==> src/rtl/pipe_ctrl_unit.sv <==
// pipe_ctrl_unit: registered ID->EX control unit for the 5-stage MIPS pipeline.
// Decodes the ID instruction into the EX control word. It also inserts a
// one-cycle bubble on a load-use hazard. It tracks the multi-cycle MULT/DIV
// unit so that dependent HI/LO accesses wait, and it kills the ID instruction
// when a branch in EX is taken.
// Optional feature: define CTRL_ILLEGAL_EN to add the ex_illegal output, which
// flags unknown opcodes or unknown R-type functs.
// MD_LATENCY must lie in 1..15; md_cnt is 4 bits wide.

module pipe_ctrl_unit #(
  parameter int MD_LATENCY = 4,
  parameter int ALUOP_W    = 4,
  parameter int RA_W       = 5
) (
  input  logic                clk,
  input  logic                rst,
  input  logic                id_valid,
  input  logic [5:0]          id_opcode,
  input  logic [5:0]          id_funct,
  input  logic [RA_W-1:0]     id_rs,
  input  logic [RA_W-1:0]     id_rt,
  input  logic [RA_W-1:0]     id_rd,
  input  logic                flush,
  output logic                stall_id,
  output logic                md_busy,
  output logic                ex_reg_write,
  output logic [1:0]          ex_reg_dst,
  output logic [RA_W-1:0]     ex_wreg,
  output logic                ex_alu_src,
  output logic                ex_mem_read,
  output logic                ex_mem_write,
  output logic                ex_mem_to_reg,
  output logic                ex_branch,
  output logic [ALUOP_W-1:0]  ex_alu_op,
  output logic [2:0]          ex_load_op,
  output logic [1:0]          ex_save_op,
  output logic                ex_md_start
`ifdef CTRL_ILLEGAL_EN
  ,
  output logic                ex_illegal
`endif
);

  // Opcodes
  localparam logic [5:0] OP_RTYPE  = 6'b000000;
  localparam logic [5:0] OP_REGIMM = 6'b000001;
  localparam logic [5:0] OP_J      = 6'b000010;
  localparam logic [5:0] OP_JAL    = 6'b000011;
  localparam logic [5:0] OP_BEQ    = 6'b000100;
  localparam logic [5:0] OP_BNE    = 6'b000101;
  localparam logic [5:0] OP_BLEZ   = 6'b000110;
  localparam logic [5:0] OP_BGTZ   = 6'b000111;
  localparam logic [5:0] OP_ADDI   = 6'b001000;
  localparam logic [5:0] OP_ADDIU  = 6'b001001;
  localparam logic [5:0] OP_SLTI   = 6'b001010;
  localparam logic [5:0] OP_SLTIU  = 6'b001011;
  localparam logic [5:0] OP_ANDI   = 6'b001100;
  localparam logic [5:0] OP_ORI    = 6'b001101;
  localparam logic [5:0] OP_XORI   = 6'b001110;
  localparam logic [5:0] OP_LUI    = 6'b001111;
  localparam logic [5:0] OP_LB     = 6'b100000;
  localparam logic [5:0] OP_LH     = 6'b100001;
  localparam logic [5:0] OP_LW     = 6'b100011;
  localparam logic [5:0] OP_LBU    = 6'b100100;
  localparam logic [5:0] OP_LHU    = 6'b100101;
  localparam logic [5:0] OP_SB     = 6'b101000;
  localparam logic [5:0] OP_SH     = 6'b101001;
  localparam logic [5:0] OP_SW     = 6'b101011;

  // R-type functs that need special handling
  localparam logic [5:0] FN_JR    = 6'b001000;
  localparam logic [5:0] FN_MFHI  = 6'b010000;
  localparam logic [5:0] FN_MTHI  = 6'b010001;
  localparam logic [5:0] FN_MFLO  = 6'b010010;
  localparam logic [5:0] FN_MTLO  = 6'b010011;
  localparam logic [5:0] FN_MULT  = 6'b011000;
  localparam logic [5:0] FN_MULTU = 6'b011001;
  localparam logic [5:0] FN_DIV   = 6'b011010;
  localparam logic [5:0] FN_DIVU  = 6'b011011;

  localparam logic [1:0] DST_RT  = 2'b00;
  localparam logic [1:0] DST_RD  = 2'b01;
  localparam logic [1:0] DST_R31 = 2'b10;

  localparam logic [3:0] MD_LOAD = 4'(MD_LATENCY);

  // Decoded control word (combinational)
  logic               dec_reg_write;
  logic [1:0]         dec_reg_dst;
  logic [RA_W-1:0]    dec_wreg;
  logic               dec_alu_src;
  logic               dec_mem_read;
  logic               dec_mem_write;
  logic               dec_mem_to_reg;
  logic               dec_branch;
  logic [ALUOP_W-1:0] dec_alu_op;
  logic [2:0]         dec_load_op;
  logic [1:0]         dec_save_op;
  logic               dec_legal;
  logic               dec_rt_used;
  logic               dec_is_md;
  logic               dec_is_hilo;
  logic               rtype_known;

  // Hazard / sequencing signals
  logic load_use;
  logic hilo_wait;
  logic advance;
  logic take_word;

  // Registered state
  logic               ex_reg_write_q,  ex_reg_write_d;
  logic [1:0]         ex_reg_dst_q,    ex_reg_dst_d;
  logic [RA_W-1:0]    ex_wreg_q,       ex_wreg_d;
  logic               ex_alu_src_q,    ex_alu_src_d;
  logic               ex_mem_read_q,   ex_mem_read_d;
  logic               ex_mem_write_q,  ex_mem_write_d;
  logic               ex_mem_to_reg_q, ex_mem_to_reg_d;
  logic               ex_branch_q,     ex_branch_d;
  logic [ALUOP_W-1:0] ex_alu_op_q,     ex_alu_op_d;
  logic [2:0]         ex_load_op_q,    ex_load_op_d;
  logic [1:0]         ex_save_op_q,    ex_save_op_d;
  logic               ex_md_start_q,   ex_md_start_d;
  logic [3:0]         md_cnt_q,        md_cnt_d;
  logic               md_busy_q,       md_busy_d;
`ifdef CTRL_ILLEGAL_EN
  logic               ex_illegal_q,    ex_illegal_d;
`endif

  // Classify R-type functs: known or not, and whether they touch HI/LO
  always_comb begin
    rtype_known = 1'b1;
    dec_is_md   = 1'b0;
    dec_is_hilo = 1'b0;
    unique case (id_funct)
      6'b000000, 6'b000010, 6'b000011, 6'b000100, 6'b000110, 6'b000111,
      FN_JR, 6'b001001,
      6'b100000, 6'b100001, 6'b100010, 6'b100011,
      6'b100100, 6'b100101, 6'b100110, 6'b100111,
      6'b101010, 6'b101011: rtype_known = 1'b1;
      FN_MFHI, FN_MTHI, FN_MFLO, FN_MTLO: dec_is_hilo = 1'b1;
      FN_MULT, FN_MULTU, FN_DIV, FN_DIVU: begin
        dec_is_hilo = 1'b1;
        dec_is_md   = 1'b1;
      end
      default: rtype_known = 1'b0;
    endcase
    if (id_opcode != OP_RTYPE) begin
      dec_is_md   = 1'b0;
      dec_is_hilo = 1'b0;
    end
  end

  // Main decoder: opcode/funct/rt to control word, defaulting to the NOP word
  always_comb begin
    dec_reg_write  = 1'b0;
    dec_reg_dst    = DST_RT;
    dec_alu_src    = 1'b0;
    dec_mem_read   = 1'b0;
    dec_mem_write  = 1'b0;
    dec_mem_to_reg = 1'b0;
    dec_branch     = 1'b0;
    dec_alu_op     = '1;
    dec_load_op    = 3'b111;
    dec_save_op    = 2'b11;
    dec_legal      = 1'b1;
    dec_rt_used    = 1'b0;
    unique case (id_opcode)
      OP_RTYPE: begin
        dec_rt_used = 1'b1;
        if (rtype_known) begin
          dec_reg_write = (id_funct != FN_JR);
          dec_reg_dst   = DST_RD;
          dec_alu_op    = ALUOP_W'(4'b0000);
        end else begin
          dec_legal = 1'b0;
        end
      end
      OP_ADDI, OP_ADDIU, OP_ANDI, OP_ORI, OP_XORI, OP_SLTI, OP_SLTIU, OP_LUI: begin
        dec_reg_write = 1'b1;
        dec_reg_dst   = DST_RT;
        dec_alu_src   = 1'b1;
        unique case (id_opcode)
          OP_ADDI, OP_ADDIU: dec_alu_op = ALUOP_W'(4'b1001);
          OP_ANDI:           dec_alu_op = ALUOP_W'(4'b1010);
          OP_ORI:            dec_alu_op = ALUOP_W'(4'b1011);
          OP_XORI:           dec_alu_op = ALUOP_W'(4'b1100);
          OP_SLTI, OP_SLTIU: dec_alu_op = ALUOP_W'(4'b1101);
          default:           dec_alu_op = ALUOP_W'(4'b1000);
        endcase
      end
      OP_LW, OP_LB, OP_LBU, OP_LH, OP_LHU: begin
        dec_reg_write  = 1'b1;
        dec_reg_dst    = DST_RT;
        dec_alu_src    = 1'b1;
        dec_mem_read   = 1'b1;
        dec_mem_to_reg = 1'b1;
        dec_alu_op     = ALUOP_W'(4'b0111);
        unique case (id_opcode)
          OP_LW:   dec_load_op = 3'b000;
          OP_LB:   dec_load_op = 3'b001;
          OP_LBU:  dec_load_op = 3'b010;
          OP_LH:   dec_load_op = 3'b011;
          default: dec_load_op = 3'b100;
        endcase
      end
      OP_SW, OP_SB, OP_SH: begin
        dec_rt_used   = 1'b1;
        dec_alu_src   = 1'b1;
        dec_mem_write = 1'b1;
        dec_alu_op    = ALUOP_W'(4'b0111);
        unique case (id_opcode)
          OP_SW:   dec_save_op = 2'b00;
          OP_SB:   dec_save_op = 2'b01;
          default: dec_save_op = 2'b10;
        endcase
      end
      OP_BEQ: begin
        dec_branch  = 1'b1;
        dec_rt_used = 1'b1;
        dec_alu_op  = ALUOP_W'(4'b0001);
      end
      OP_BNE: begin
        dec_branch  = 1'b1;
        dec_rt_used = 1'b1;
        dec_alu_op  = ALUOP_W'(4'b0110);
      end
      OP_BGTZ: begin
        dec_branch = 1'b1;
        dec_alu_op = ALUOP_W'(4'b0011);
      end
      OP_BLEZ: begin
        dec_branch = 1'b1;
        dec_alu_op = ALUOP_W'(4'b0100);
      end
      OP_REGIMM: begin
        if (id_rt == RA_W'(1)) begin
          dec_branch = 1'b1;
          dec_alu_op = ALUOP_W'(4'b0010);
        end else if (id_rt == RA_W'(0)) begin
          dec_branch = 1'b1;
          dec_alu_op = ALUOP_W'(4'b0101);
        end else begin
          dec_legal = 1'b0;
        end
      end
      OP_JAL: begin
        dec_reg_write = 1'b1;
        dec_reg_dst   = DST_R31;
      end
      OP_J: begin
        dec_legal = 1'b1;
      end
      default: dec_legal = 1'b0;
    endcase
  end

  // Resolve the destination register; zero whenever nothing is written
  always_comb begin
    dec_wreg = '0;
    if (dec_reg_write) begin
      unique case (dec_reg_dst)
        DST_RT:  dec_wreg = id_rt;
        DST_RD:  dec_wreg = id_rd;
        DST_R31: dec_wreg = {RA_W{1'b1}};
        default: dec_wreg = '0;
      endcase
    end
  end

  // Stall and advance decisions. The MULT/DIV unit is free at the edge where
  // md_cnt goes 1 -> 0, so a waiting HI/LO op may advance on that same edge.
  always_comb begin
    load_use  = id_valid & ex_mem_read_q & (ex_wreg_q != '0) &
                ((ex_wreg_q == id_rs) | (dec_rt_used & (ex_wreg_q == id_rt)));
    hilo_wait = id_valid & dec_is_hilo & md_busy_q & (md_cnt_q != 4'd1);
    stall_id  = !flush & (load_use | hilo_wait);
    advance   = !flush & !stall_id & id_valid;
    take_word = advance & dec_legal;
  end

  // Next EX control word: the decoded word on advance, otherwise a NOP bubble
  always_comb begin
    ex_reg_write_d  = 1'b0;
    ex_reg_dst_d    = DST_RT;
    ex_wreg_d       = '0;
    ex_alu_src_d    = 1'b0;
    ex_mem_read_d   = 1'b0;
    ex_mem_write_d  = 1'b0;
    ex_mem_to_reg_d = 1'b0;
    ex_branch_d     = 1'b0;
    ex_alu_op_d     = '1;
    ex_load_op_d    = 3'b111;
    ex_save_op_d    = 2'b11;
    ex_md_start_d   = 1'b0;
    if (take_word) begin
      ex_reg_write_d  = dec_reg_write;
      ex_reg_dst_d    = dec_reg_dst;
      ex_wreg_d       = dec_wreg;
      ex_alu_src_d    = dec_alu_src;
      ex_mem_read_d   = dec_mem_read;
      ex_mem_write_d  = dec_mem_write;
      ex_mem_to_reg_d = dec_mem_to_reg;
      ex_branch_d     = dec_branch;
      ex_alu_op_d     = dec_alu_op;
      ex_load_op_d    = dec_load_op;
      ex_save_op_d    = dec_save_op;
      ex_md_start_d   = dec_is_md;
    end
  end

  // MULT/DIV occupancy counter; an already-issued op keeps counting through flushes
  always_comb begin
    md_cnt_d = md_cnt_q;
    if (take_word & dec_is_md) begin
      md_cnt_d = MD_LOAD;
    end else if (md_cnt_q != 4'd0) begin
      md_cnt_d = md_cnt_q - 4'd1;
    end
    md_busy_d = (md_cnt_d != 4'd0);
  end

`ifdef CTRL_ILLEGAL_EN
  // Flag an unknown encoding that would otherwise have advanced
  always_comb begin
    ex_illegal_d = advance & !dec_legal;
  end
`endif

  // State register for the EX control word and the MULT/DIV tracker
  always_ff @(posedge clk or posedge rst) begin
    if (rst) begin
      ex_reg_write_q  <= 1'b0;
      ex_reg_dst_q    <= DST_RT;
      ex_wreg_q       <= '0;
      ex_alu_src_q    <= 1'b0;
      ex_mem_read_q   <= 1'b0;
      ex_mem_write_q  <= 1'b0;
      ex_mem_to_reg_q <= 1'b0;
      ex_branch_q     <= 1'b0;
      ex_alu_op_q     <= '1;
      ex_load_op_q    <= 3'b111;
      ex_save_op_q    <= 2'b11;
      ex_md_start_q   <= 1'b0;
      md_cnt_q        <= 4'd0;
      md_busy_q       <= 1'b0;
`ifdef CTRL_ILLEGAL_EN
      ex_illegal_q    <= 1'b0;
`endif
    end else begin
      ex_reg_write_q  <= ex_reg_write_d;
      ex_reg_dst_q    <= ex_reg_dst_d;
      ex_wreg_q       <= ex_wreg_d;
      ex_alu_src_q    <= ex_alu_src_d;
      ex_mem_read_q   <= ex_mem_read_d;
      ex_mem_write_q  <= ex_mem_write_d;
      ex_mem_to_reg_q <= ex_mem_to_reg_d;
      ex_branch_q     <= ex_branch_d;
      ex_alu_op_q     <= ex_alu_op_d;
      ex_load_op_q    <= ex_load_op_d;
      ex_save_op_q    <= ex_save_op_d;
      ex_md_start_q   <= ex_md_start_d;
      md_cnt_q        <= md_cnt_d;
      md_busy_q       <= md_busy_d;
`ifdef CTRL_ILLEGAL_EN
      ex_illegal_q    <= ex_illegal_d;
`endif
    end
  end

  assign ex_reg_write  = ex_reg_write_q;
  assign ex_reg_dst    = ex_reg_dst_q;
  assign ex_wreg       = ex_wreg_q;
  assign ex_alu_src    = ex_alu_src_q;
  assign ex_mem_read   = ex_mem_read_q;
  assign ex_mem_write  = ex_mem_write_q;
  assign ex_mem_to_reg = ex_mem_to_reg_q;
  assign ex_branch     = ex_branch_q;
  assign ex_alu_op     = ex_alu_op_q;
  assign ex_load_op    = ex_load_op_q;
  assign ex_save_op    = ex_save_op_q;
  assign ex_md_start   = ex_md_start_q;
  assign md_busy       = md_busy_q;
`ifdef CTRL_ILLEGAL_EN
  assign ex_illegal    = ex_illegal_q;
`endif

endmodule

==> config.mk <==
export PLATFORM = sky130hd
export DESIGN_NAME = pipe_ctrl_unit
export DESIGN_NICKNAME = d
export VERILOG_FILES = /design/src/rtl/pipe_ctrl_unit.sv
export SDC_FILE = /design/constraint.sdc
export NUM_CORES = 1
export LEC_CHECK = 0
export CAP_MARGIN = 20
export CORE_MARGIN = 2
export CORE_UTILIZATION = 46
export CTS_CLUSTER_SIZE = 24
export DETAILED_ROUTE_END_ITERATION = 6
export PLACE_DENSITY = 0.89
export SLEW_MARGIN = 10
export SYNTH_ARGS = -nofsm -noshare
export SYNTH_HDL_FRONTEND = slang
export SYNTH_SLANG_ARGS = --single-unit
==> constraint.sdc <==
create_clock -name clk -period 2.26 [get_ports clk]
set_input_delay 0.226 -clock clk [delete_from_list [all_inputs] [get_ports clk]]
set_output_delay 0.226 -clock clk [all_outputs]
set_load 0.005 [all_outputs]
Word-level counts from Yosys, hierarchy flattened
Index checks and enable logic that the tools add are counted.
W data, S select, Z words.

word-level totals
  flip-flop bits (word level) = 27
  logic and storage cells = 149
  output and inout port bits = 25
  input bits = 31

cells by class
  muxes and demuxes = 42
  equality and inequality tests = 55
  $add $sub $neg = 1
  reductions and logical operators = 24
  bitwise operators = 14

operator list
  operator              number
  $eq A6 B6 Y1 const B  18
  $eq A6 B4 Y1 const B  10
  $eq A6 B5 Y1 const B  8
  $eq A6 B3 Y1 const B  7
  $pmux W4 S8           1
  $reduce_or A26 Y1     1
  $eq A6 B2 Y1 const B  4
  $mux W4               6
  $reduce_or A8 Y1      3
  $reduce_or A22 Y1     1
  $mux W1               20
  $reduce_or A16 Y1     1
  $pmux W3 S5           1
  $pmux W5 S3           1
  $reduce_or A14 Y1     1
  $and A1 B1 Y1         12
  $logic_not A6 Y1      2
  $pmux W3 S4           1
  $eq A5 B5 Y1          2
  $mux W5               2
  $pmux W2 S2           2
  $reduce_bool A4 Y1    2
  $reduce_or A4 Y1      2
  $eq A6 B1 Y1 const B  1
  20 further kinds      27

Logic depth before layout (Yosys ltp)
Gate-level depths: netlist (run 1).

  depth after elaboration = 16
  mapped depth = 8
  depth with buffers taken out = 7

Worst setup path before layout (run 1)
OpenSTA, ideal clock, no wires.

  kind = register -> register
  from = register ex_wreg_q[2] (netlist: ex_wreg[2])
  to = register md_busy_q (netlist: md_busy)
  clock period less this slack = 1.897 ns
  stages on the path, launching flop included = 8
  data required time = 2.182 ns
  buffers on the path = 1
  slack = 0.363 ns
  arrival time = 1.819 ns
  setup time = 0.078 ns
  cells stage by stage = dfrtp_1 -> or3_1 -> o311a_1 -> o2111ai_2 -> and4_4 -> and4_4 -> buf_6 -> o21bai_1

on the way
  word-level cells in the longest chain between the ends = 13
  elaborated cells on any way between the ends = 16
  classes of those cells = eq/ne (2); mux (1); bitwise (10); reduce/logical (3)

RTL lines
  element                         line  text
  start: declaration              114   logic [RA_W-1:0] ex_wreg_q, ex_wreg_d;
  start signal: assignment        353   ex_wreg_q <= ex_wreg_d;
  $eq A5 B5 Y1                    275   ((ex_wreg_q == id_rs) | (dec_rt_used & (ex_wreg_q == id_rt)));
  $and A1 B1 Y1                   275
  $or A1 B1 Y1                    275
  $and A1 B1 Y1 (*)               274   load_use = id_valid & ex_mem_read_q & (ex_wreg_q != '0) &
  $or A1 B1 Y1 (*)                277   stall_id = !flush & (load_use | hilo_wait);
  $and A1 B1 Y1 (*)               277
  $logic_not A1 Y1 (*)            278   advance = !flush & !stall_id & id_valid;
  $and A1 B1 Y1 (*) (2 in a row)  278
  $and A1 B1 Y1 (*)               279   take_word = advance & dec_legal;
  $and A1 B1 Y1 (*)               315   if (take_word & dec_is_md) begin
  $mux W4 (*)                     315
  $reduce_bool A4 Y1 (*)          320   md_busy_d = (md_cnt_d != 4'd0);
  named net md_busy_d             125   logic md_busy_q, md_busy_d;
  end signal: assignment          364   md_busy_q <= md_busy_d;
  end: declaration                125

Mark *: on every way through the listed nets, which the timed path passes. The rest lies on a longest branch.

Worst setup path in the final report (run 1)
  from = register ex_wreg_q[2] (netlist: ex_wreg[2])
  to = output port stall_id

on the way
  word-level cells in the longest chain between the ends = 6
  elaborated cells on any way between the ends = 9
  classes of those cells = eq/ne (2); bitwise (6); reduce/logical (1)

RTL lines
  element            line  text
  $eq A5 B5 Y1       275
  $and A1 B1 Y1      275
  $or A1 B1 Y1       275
  $and A1 B1 Y1 (*)  274
  $or A1 B1 Y1 (*)   277
  $and A1 B1 Y1 (*)  277
  end: declaration   24    output logic stall_id,

Every way passes the cells marked *; elsewhere a longest branch is shown, timed or not.

==> results.json, run 1 <==
{
  "outcome": "completed",
  "largest_register_ff_count": 5,
  "syn-instance-count": 198,
  "antennaDiodeCount": 0,
  "cts_root_buf": "clkbuf_8",
  "first_pass_iters": 4,
  "slew_viol_final": 0,
  "nets": 318,
  "layout-drive-gt1-share": 0.219,
  "wl_per_cell_um": 14.4,
  "place.gp.congestion": 0.854,
  "max-vdd-ir-drop_mv": 0.273,
  "postLayoutCoreUtil": 0.719,
  "rows": 22,
  "post-place-ws_ns": -0.0637,
  "cts_max_path_buffers": 2,
  "rsz0062_at_grt": "no",
  "grt_pass1_vias": 1730,
  "critPathLaunch": "ex_wreg[2]",
  "antenna_found_initial": 0,
  "design_area_mm2": 0.00263,
  "yosys-top-cells-count": "19 x nand2_1, 18 x dfrtp_1, 18 x nor2_1",
  "required_ns": 2.03,
  "drc": 0,
  "via_per_inst": 5.37,
  "io_pins": 56,
  "crit_path_end_kind": "output pin",
  "syn2layout_area_growth_pct": 50.0,
  "worst_hold_path_type": "in -> async",
  "timing.slew.headroom": 0.716,
  "hpwl_mm": 3.80,
  "r2r_slack_ns": 0.16,
  "cts_tree": "done",
  "fin_ws_ns": 0.125,
  "grt_first_pass_wirelength_mm": 7.71,
  "cts-hold-fix-buffers": 0,
  "yosys.cell_types.count": 54,
  "fin_crit_sh": 0.945,
  "critPathArrivalTime_ns": 1.91,
  "die_area_mm2": 0.00432,
  "finalSetupViolCount": 0,
  "insertion_delay_ns": 0.27,
  "yosysMostFrequentCell": "nand2_1",
  "synth_edf_count": 0,
  "htreeDepth": 1,
  "cts_buffers": 3,
  "initial_core_util": 0.479,
  "drtIter0Drc": 92,
  "path_max_fanout": 4,
  "synthFlopType": "dfrtp_1",
  "fillCellCount": 280,
  "syn_avg_cell_area_um2": 8.86,
  "clk_pin_slew_ns": 0.10,
  "r2r-end": "ex_alu_src",
  "power.leakage_nw": 1.13,
  "core_mm2": 0.00366,
  "hold_viol": 0,
  "tightest_slew_ns": 0.423,
  "cp-start-kind": "flip-flop",
  "grt_max_degree": 28,
  "cts_setup_buffers": 0,
  "grt_overflow": 0,
  "place_area_mm2": 0.00258,
  "synthTopCellsByArea": "dfrtp_1 26%, dfstp_2 13%, xor2_1 4.5%",
  "reg2reg_from": "ex_wreg[2]",
  "routed_wl_mm": 4.78,
  "ys_seq_area_frac": 0.392,
  "synth_seq_cells": 27,
  "power_density_mw_per_mm2": 520,
  "critPathCapture": "stall_id",
  "period_needed_ns": 2.14,
  "ant_nets": 0,
  "cap_violations": 0,
  "io_buffers": 55,
  "reg2regPathDepth": 6,
  "fin_skew_ns": 0.00621,
  "track_usage": 0.231,
  "netlist.area_leader.share": 0.257,
  "achievable-frequency_mhz": 468,
  "fp.dieW_um": 65.8,
  "syn-num-nets": 232,
  "synth_top_area_cell": "dfrtp_1",
  "synthArstFlopShare": 1.00,
  "yosys_warnings": 0,
  "vias": 1778,
  "path_class": "reg -> out",
  "die_y_um": 65.8,
  "clock-sinks": 27,
  "syn_area_mm2": 0.00175
}
## where the power goes
part / internal (mW) / switching [mW]
clock network: 0.125 / 0.153
registers: 0.532 / 0.0432
logic: 0.258 / 0.257
## worst max-delay path, cell delays in order (launching register included)
cell and delay [ns]:
dfrtp_1 0.44, or3_1 0.39, o311a_1 0.33, o2111ai_2 0.10
a31oi_1 0.10, dlygate4sd2_1 0.28
## how the worst min path moves through the flow
stage / slack, ns / endpoint / depth (start not counted) / start
2_1_floorplan: 0.27 / ex_alu_src / 1 / rst
3_3_place_gp: 0.53 / md_cnt_q[1] / 2 / md_cnt_q[1]
3_5_place_dp: 0.56 / md_cnt_q[1] / 2 / md_cnt_q[1]
4_1_cts: 0.31 / md_busy / 3 / rst
5_1_grt: 0.35 / ex_mem_write / 3 / rst
6_report: 0.30 / md_busy / 3 / rst
## layer usage
metal | vias up | share of wire | global-route usage | routed length (um)
li1 | 878 | - | - | -
met1 | 846 | 0.43 | 0.312 | 2070
met2 | 52 | 0.52 | 0.395 | 2480
met3 | 2 | 0.047 | 0.0188 | 223
met4 | 0 | 0.0013 | 0.0625 | 6
met5 | - | 0 | 0 | 0
## metrics by stage
stage | std cells | hold WS, ns | total power [mW] | TNS, ns
final | 331 | 0.304 | 1.37 | 0
after global routing | 331 | 0.351 | 1.46 | 0
after CTS | 331 | 0.315 | 1.37 | 0
after detailed placement | 327 | 0.562 | 1.08 | -0.135
after global placement | 327 | 0.526 | 1.06 | -0.0309
after floorplan | 198 | 0.272 | 0.878 | 0
## cell type report
class / instances / area [um^2] / area share
Clock buffer: 3 / 41.3 / 0.0157
Clock inverter: 1 / 7.51 / 0.00285
Inverter: 9 / 33.8 / 0.0128
Multi-Input combinational cell: 152 / 982 / 0.373
Sequential cell: 27 / 687 / 0.261
Tap cell: 48 / 60.1 / 0.0228
Timing Repair Buffer: 91 / 820 / 0.311
## logic make-up (layout without fill, tap and decap cells)
| kind of cell | after synthesis | after routing | synth area share |
|---|---|---|---|
| compound gates | 49 | 49 | 0.188 |
| xor+xnor | 13 | 13 | 0.0649 |
| fa+ha+maj | 3 | 3 | 0.0214 |
| buf+inv | 19 | 104 | 0.0521 |
| flops | 27 | 27 | 0.392 |
| mux | 3 | 3 | 0.0178 |
| simple gates | 84 | 84 | 0.264 |
## cells in the final DEF, fill, tap and decap left out, types with 8 or more instances in the layout
cell,n
dfstp_2,9
a21oi_1,13
o21ai_0,11
inv_1,8
xor2_1,9
buf_4,36
clkdlybuf4s50_1,54
dfrtp_1,18
nor2_1,18
nand2_1,19
## repair_timing
action / in CTS / in global routing
resized for setup: 3 / 0
setup endpoints to repair: 1 / 0
endpoints found under the hold margin: 0 / 0
(Power assumes the default switching activity.)
==> run 2: changes to the inputs <==
--- a/config.mk
+++ b/config.mk
@@ -6,11 +6,11 @@
 export NUM_CORES = 1
 export LEC_CHECK = 0
 export CAP_MARGIN = 20
-export CORE_MARGIN = 2
-export CORE_UTILIZATION = 46
+export CORE_UTILIZATION = 42
 export CTS_CLUSTER_SIZE = 24
 export DETAILED_ROUTE_END_ITERATION = 6
-export PLACE_DENSITY = 0.89
+export PLACE_DENSITY = 0.86
+export RECOVER_POWER = 50
 export SLEW_MARGIN = 10
 export SYNTH_ARGS = -nofsm -noshare
 export SYNTH_HDL_FRONTEND = slang
==> constraint.sdc (replaced) <==
create_clock -name clk -period 1.8 [get_ports clk]
set_input_delay 0.18 -clock clk [delete_from_list [all_inputs] [get_ports clk]]
set_output_delay 0.18 -clock clk [all_outputs]
set_load 0.005 [all_outputs]
==> run 2 against run 1 <==
The flow now finishes with violations (DRC, setup timing). Via count grew 17%. Sequential cell count is the same. Global-route usage increased by 2.6 points. Non-clock buffer count rose by 27. First-iteration DRC count increased to 2.7 times the previous value. Power up 40%. Final cell count is 9.1% higher. Critical path depth rose by 4. Clock skew is 0.00090 ns lower. Clock-buffer cell count unchanged. Die area is 2.7% higher. Hold slack better by 0.14 ns.
==> results.json, run 2 (same netlist as run 1, synthesis figures left out) <==
{
  "cts_buffers": 3,
  "initial_core_util": 0.439,
  "via_per_inst": 5.77,
  "layout_common_cells": "56 x buf_4, 51 x clkdlybuf4s50_1, 18 x nand2_1, 18 x dfrtp_1, 16 x nor2_1",
  "ant_nets": 0,
  "die_y_um": 66.6,
  "largest_register_ff_count": 5,
  "clk_pin_slew_ns": 0.09,
  "fp.dieW_um": 66.6,
  "wl_per_cell_um": 16.8,
  "rows": 23,
  "crit_path_end_kind": "flip-flop",
  "path_class": "reg -> reg",
  "fin_ws_ns": -0.283,
  "slew_viol_final": 0,
  "instances_no_fill": 361,
  "antennaDiodeCount": 0,
  "finalSetupViolCount": 28,
  "vias": 2082,
  "critPathArrivalTime_ns": 2.25,
  "worst_hold_slack_ns": 0.442,
  "io_pins": 56,
  "period_needed_ns": 2.08,
  "rsz0062_at_grt": "yes",
  "fin_skew_ns": 0.00530,
  "fin_crit_sh": 1.16,
  "track_usage": 0.257,
  "syn2layout_area_growth_pct": 71.4,
  "drtIter0Drc": 247,
  "grt_overflow": 0,
  "htreeDepth": 1,
  "core_mm2": 0.00400,
  "worst_hold_path_type": "in -> reg",
  "required_ns": 1.97,
  "violations": "DRC, setup timing",
  "fillCellCount": 273,
  "max-vdd-ir-drop_mv": 0.353,
  "routed_wl_mm": 6.07,
  "final_common_cell": "buf_4",
  "power.leakage_nw": 1.30,
  "hpwl_mm": 3.98,
  "outcome": "complete, but fails checks",
  "cts_max_path_buffers": 2,
  "first_pass_iters": 7,
  "cts_root_buf": "clkbuf_8",
  "achievable-frequency_mhz": 480,
  "clock-sinks": 27,
  "timing.slew.headroom": 0.536,
  "nets": 346,
  "path_max_fanout": 4,
  "grt_first_pass_wirelength_mm": 8.66,
  "power_density_mw_per_mm2": 639,
  "tightest_slew_ns": 0.696,
  "place_inst": 347,
  "total_power_mw": 1.92,
  "cp-start-kind": "flip-flop",
  "grt_max_degree": 28,
  "place.gp.congestion": 1.02,
  "insertion_delay_ns": 0.28,
  "die_area_mm2": 0.00444,
  "io_buffers": 55,
  "cts_tree": "done",
  "antenna_found_initial": 0,
  "drc": 2,
  "cap_violations": 0,
  "layout-drive-gt1-share": 0.363,
  "hold_viol": 0,
  "grt_pass1_vias": 1849
}
==> run 2: changes by cell type in the layout (fill, tap and decap cells not counted), moves of 2 or more <==
cell	delta
buf_6	+6
nor2_2	+2
clkdlybuf4s50_1	-3
nor4_1	-2
buf_4	+20
a21oi_2	+4
nand3_1	-5
nor2_1	-2
nand3_2	+5
a21oi_1	-4
o21a_4	+2
==> run 2: power breakdown <==
group	switching (mW)	leakage [nW]	internal (mW)
combinational	0.435	0.941	0.427
clock	0.202	0.0255	0.156
sequential	0.0336	0.333	0.668
total	0.671	1.30	1.25
==> run 2: routing by layer <==
layer | part of all wire | wire, um | global-route usage | vias up
li1 | - | - | - | 943
met4 | 0.020 | 121 | 0.0745 | 0
met3 | 0.071 | 434 | 0.0257 | 20
met1 | 0.40 | 2430 | 0.341 | 986
met2 | 0.51 | 3080 | 0.437 | 133
met5 | 0 | 0 | 0 | -
==> run 2: repair_timing <==
| item | in CTS | in global routing |
|---|---|---|
| hold buffers | 0 | 0 |
| gates cloned | 0 | 1 |
| buffers inserted | 5 | 4 |
| pin swaps | 10 | 10 |
| endpoints found under the setup margin | 28 | 28 |
| resized for setup | 27 | 16 |
==> run 2: worst max-delay path, stage by stage, from the launching register on <==
cell and delay (ns):
dfrtp_1 0.37, inv_1 0.06, ha_1 0.22, a2111oi_4 0.31, nand2_1 0.15, buf_4 0.15
and4_4 0.20, and4_4 0.16, buf_4 0.13, a211o_1 0.21
==> run 2: cell type report <==
| type | instances | area [um^2] | area share |
|---|---|---|---|
| clock buffer | 3 | 41.3 | 0.0137 |
| clock inverter | 1 | 5.00 | 0.00166 |
| inverter | 9 | 33.8 | 0.0112 |
| multi-input combinational | 153 | 1140 | 0.378 |
| sequential | 27 | 687 | 0.228 |
| tap | 50 | 62.6 | 0.0208 |
| timing repair buffer | 118 | 1040 | 0.346 |
==> run 2: worst paths after layout <==
path / cells past startpoint / endpoint / start / slack, ns
worst min-delay path: 3 / ex_wreg[4] / id_rd[4] / 0.44
min in group asynchronous: 3 / ex_mem_write / rst / 0.52
max in group asynchronous: 3 / ex_wreg[0] / rst / 0.83
worst max register to register: 9 / md_cnt_q[2] / md_cnt_q[1] / -0.28
worst min register to register: 3 / md_cnt_q[3] / md_cnt_q[3] / 0.69
worst max-delay path: 9 / md_cnt_q[2] / md_cnt_q[1] / -0.28
==> run 2: through the flow <==
stage,worst slack (ns),cell area (um^2),util,TNS (ns)
2_1_floorplan,-0.0972,1760,-,-0.917
3_5_place_dp,-0.526,2720,0.679,-10.52
5_1_grt,-0.354,3010,0.752,-6.24
4_1_cts,-0.206,2890,0.723,-3.61
6_report,-0.283,3010,0.752,-4.50
3_3_place_gp,-0.447,2720,0.679,-9.37
==> run 3: changes to the inputs <==
--- a/config.mk
+++ b/config.mk
@@ -6,10 +6,11 @@
 export NUM_CORES = 1
 export LEC_CHECK = 0
 export CAP_MARGIN = 20
-export CORE_UTILIZATION = 42
+export CORE_MARGIN = 3
+export CORE_UTILIZATION = 46
 export CTS_CLUSTER_SIZE = 24
 export DETAILED_ROUTE_END_ITERATION = 6
-export PLACE_DENSITY = 0.86
+export PLACE_DENSITY = 0.89
 export RECOVER_POWER = 50
 export SLEW_MARGIN = 10
 export SYNTH_ARGS = -nofsm -noshare
==> constraint.sdc (replaced) <==
create_clock -name clk -period 2.1 [get_ports clk]
set_input_delay 0.21 -clock clk [delete_from_list [all_inputs] [get_ports clk]]
set_output_delay 0.21 -clock clk [all_outputs]
set_load 0.005 [all_outputs]
==> run 3 against run 2 <==
The run now ends clean. Register-to-register slack better by 0.35 ns. Die area up 3.4%. Fmax up 2.3%. Utilization up 2.8 points. Power down 21%. Critical endpoint is now md_cnt_q[1]. Combinational power down 28%. Clock skew up 0.0017 ns. Via count down 8.9%. Highest routed layer unchanged.
==> results.json, run 3 (same netlist as run 1, synthesis figures left out) <==
{
  "die_y_um": 67.8,
  "finalSetupViolCount": 0,
  "largest_register_ff_count": 5,
  "antennaDiodeCount": 0,
  "grt_overflow": 0,
  "path_max_fanout": 4,
  "grt_max_degree": 28,
  "worst_hold_path_type": "in -> reg",
  "crit_path_end_kind": "flip-flop",
  "cp-start-kind": "flip-flop",
  "fp.dieW_um": 67.8,
  "via_per_inst": 5.59,
  "cts_max_path_buffers": 2,
  "place_area_mm2": 0.00263,
  "hold_viol": 0,
  "fin_tns_setup_ns": 0,
  "insertion_delay_ns": 0.27,
  "final_common_cell": "buf_4",
  "drc": 0,
  "die_area_mm2": 0.00459,
  "path_class": "reg -> reg",
  "fin_crit_sh": 0.970,
  "cap_violations": 0,
  "slew_viol_final": 0,
  "initial_core_util": 0.502,
  "r2r_slack_ns": 0.06,
  "nets": 328,
  "routed_wl_mm": 5.21,
  "hpwl_mm": 3.92,
  "track_usage": 0.249,
  "post-place-ws_ns": -0.352,
  "first_pass_iters": 4,
  "vias": 1896,
  "io_pins": 56,
  "grt_pass1_vias": 1842,
  "max-vdd-ir-drop_mv": 0.280,
  "syn2layout_area_growth_pct": 55.3,
  "drtIter0Drc": 144,
  "clock-sinks": 27,
  "cts_tree": "done",
  "design_area_mm2": 0.00272,
  "multiInputGateArea_mm2": 0.00101,
  "achievable-frequency_mhz": 491,
  "io_buffers": 55,
  "cts_buffers": 3,
  "hold_path_depth": 3,
  "power_density_mw_per_mm2": 558,
  "reg2regPathDepth": 7,
  "postLayoutCoreUtil": 0.779,
  "worst_hold_slack_ns": 0.475,
  "cts_root_buf": "clkbuf_8",
  "clk_pin_slew_ns": 0.09,
  "period_needed_ns": 2.04,
  "timing.slew.headroom": 0.0152,
  "required_ns": 2.27,
  "fin_ws_ns": 0.0629,
  "layout_common_cells": "45 x buf_4, 38 x clkdlybuf4s50_1, 19 x nand2_1",
  "wl_per_cell_um": 15.4,
  "critPathArrivalTime_ns": 2.21,
  "core_mm2": 0.00349,
  "cts-hold-fix-buffers": 0,
  "grt_first_pass_wirelength_mm": 8.64,
  "ant_nets": 0,
  "rows": 21,
  "place.gp.congestion": 0.904,
  "seq_area_um2": 687,
  "fin_skew_ns": 0.00703,
  "layout-drive-gt1-share": 0.253,
  "rsz0062_at_grt": "no",
  "htreeDepth": 1,
  "power.leakage_nw": 1.23,
  "tightest_slew_ns": 1.48,
  "antenna_found_initial": 0,
  "fillCellCount": 249,
  "outcome": "completed"
}
[run 3: changes by cell type in the layout (fill, tap and decap cells not counted), moves of 4 or more]
cell,previous run,this run
dlygate4sd3_1,1,13
a21oi_2,4,0
a21oi_1,9,13
nand3_2,5,0
clkdlybuf4s50_1,51,38
nand3_1,1,6
buf_6,6,0
buf_4,56,45
[run 3: power breakdown]
part / internal, mW / switching (mW) / total, mW
sequential: 0.573 / 0.0344 / 0.607
clock: 0.136 / 0.160 / 0.296
combinational: 0.303 / 0.315 / 0.618
[run 3: path summary, 6_finish.rpt]
| check | startpoint | to |
|---|---|---|
| min reg2reg | md_cnt_q[3] | md_cnt_q[3] |
| max reg2reg | ex_wreg[2] | md_cnt_q[1] |
| min in group asynchronous | rst | ex_alu_src |
| min | id_rd[1] | ex_wreg[1] |
| max | ex_wreg[2] | md_cnt_q[1] |
| max in group asynchronous | rst | ex_reg_dst[0] |
[run 3: layout make-up]
cell class | instances | share of cell area
sequential | 27 | 0.252
multi-input combinational | 152 | 0.372
clock buffer | 4 | 0.0165
timing repair buffer | 101 | 0.326
inverter | 9 | 0.0124
tap | 46 | 0.0211
[run 3: layer usage]
layer,wire length (um),share of wire,vias up,GRT usage
met3,380,0.073,7,0.0316
met2,2580,0.50,87,0.409
met5,0,0,-,0
li1,-,-,898,-
met1,2190,0.42,904,0.344
met4,56,0.011,0,0.0633
[run 3: timing repair]
action                                  CTS  global route
resized for setup                        10             4
setup buffers                             3             0
pin swaps                                 3             5
endpoints found under the setup margin    2            15
[run 3: worst max-delay path, stage by stage, from the launching register on]
cell       delay (ns)
dfrtp_1          0.39
or3_1            0.38
o311a_1          0.34
o2111ai_2        0.12
and4_4           0.28
and4_4           0.25
buf_4            0.12
nor2_1           0.04
[run 3: metrics by stage]
stage | instances | power (mW)
global route | 339 | 1.62
floorplan | 198 | 0.945
detailed placement | 332 | 1.20
global placement | 332 | 1.16
CTS | 339 | 1.52
finish | 339 | 1.52
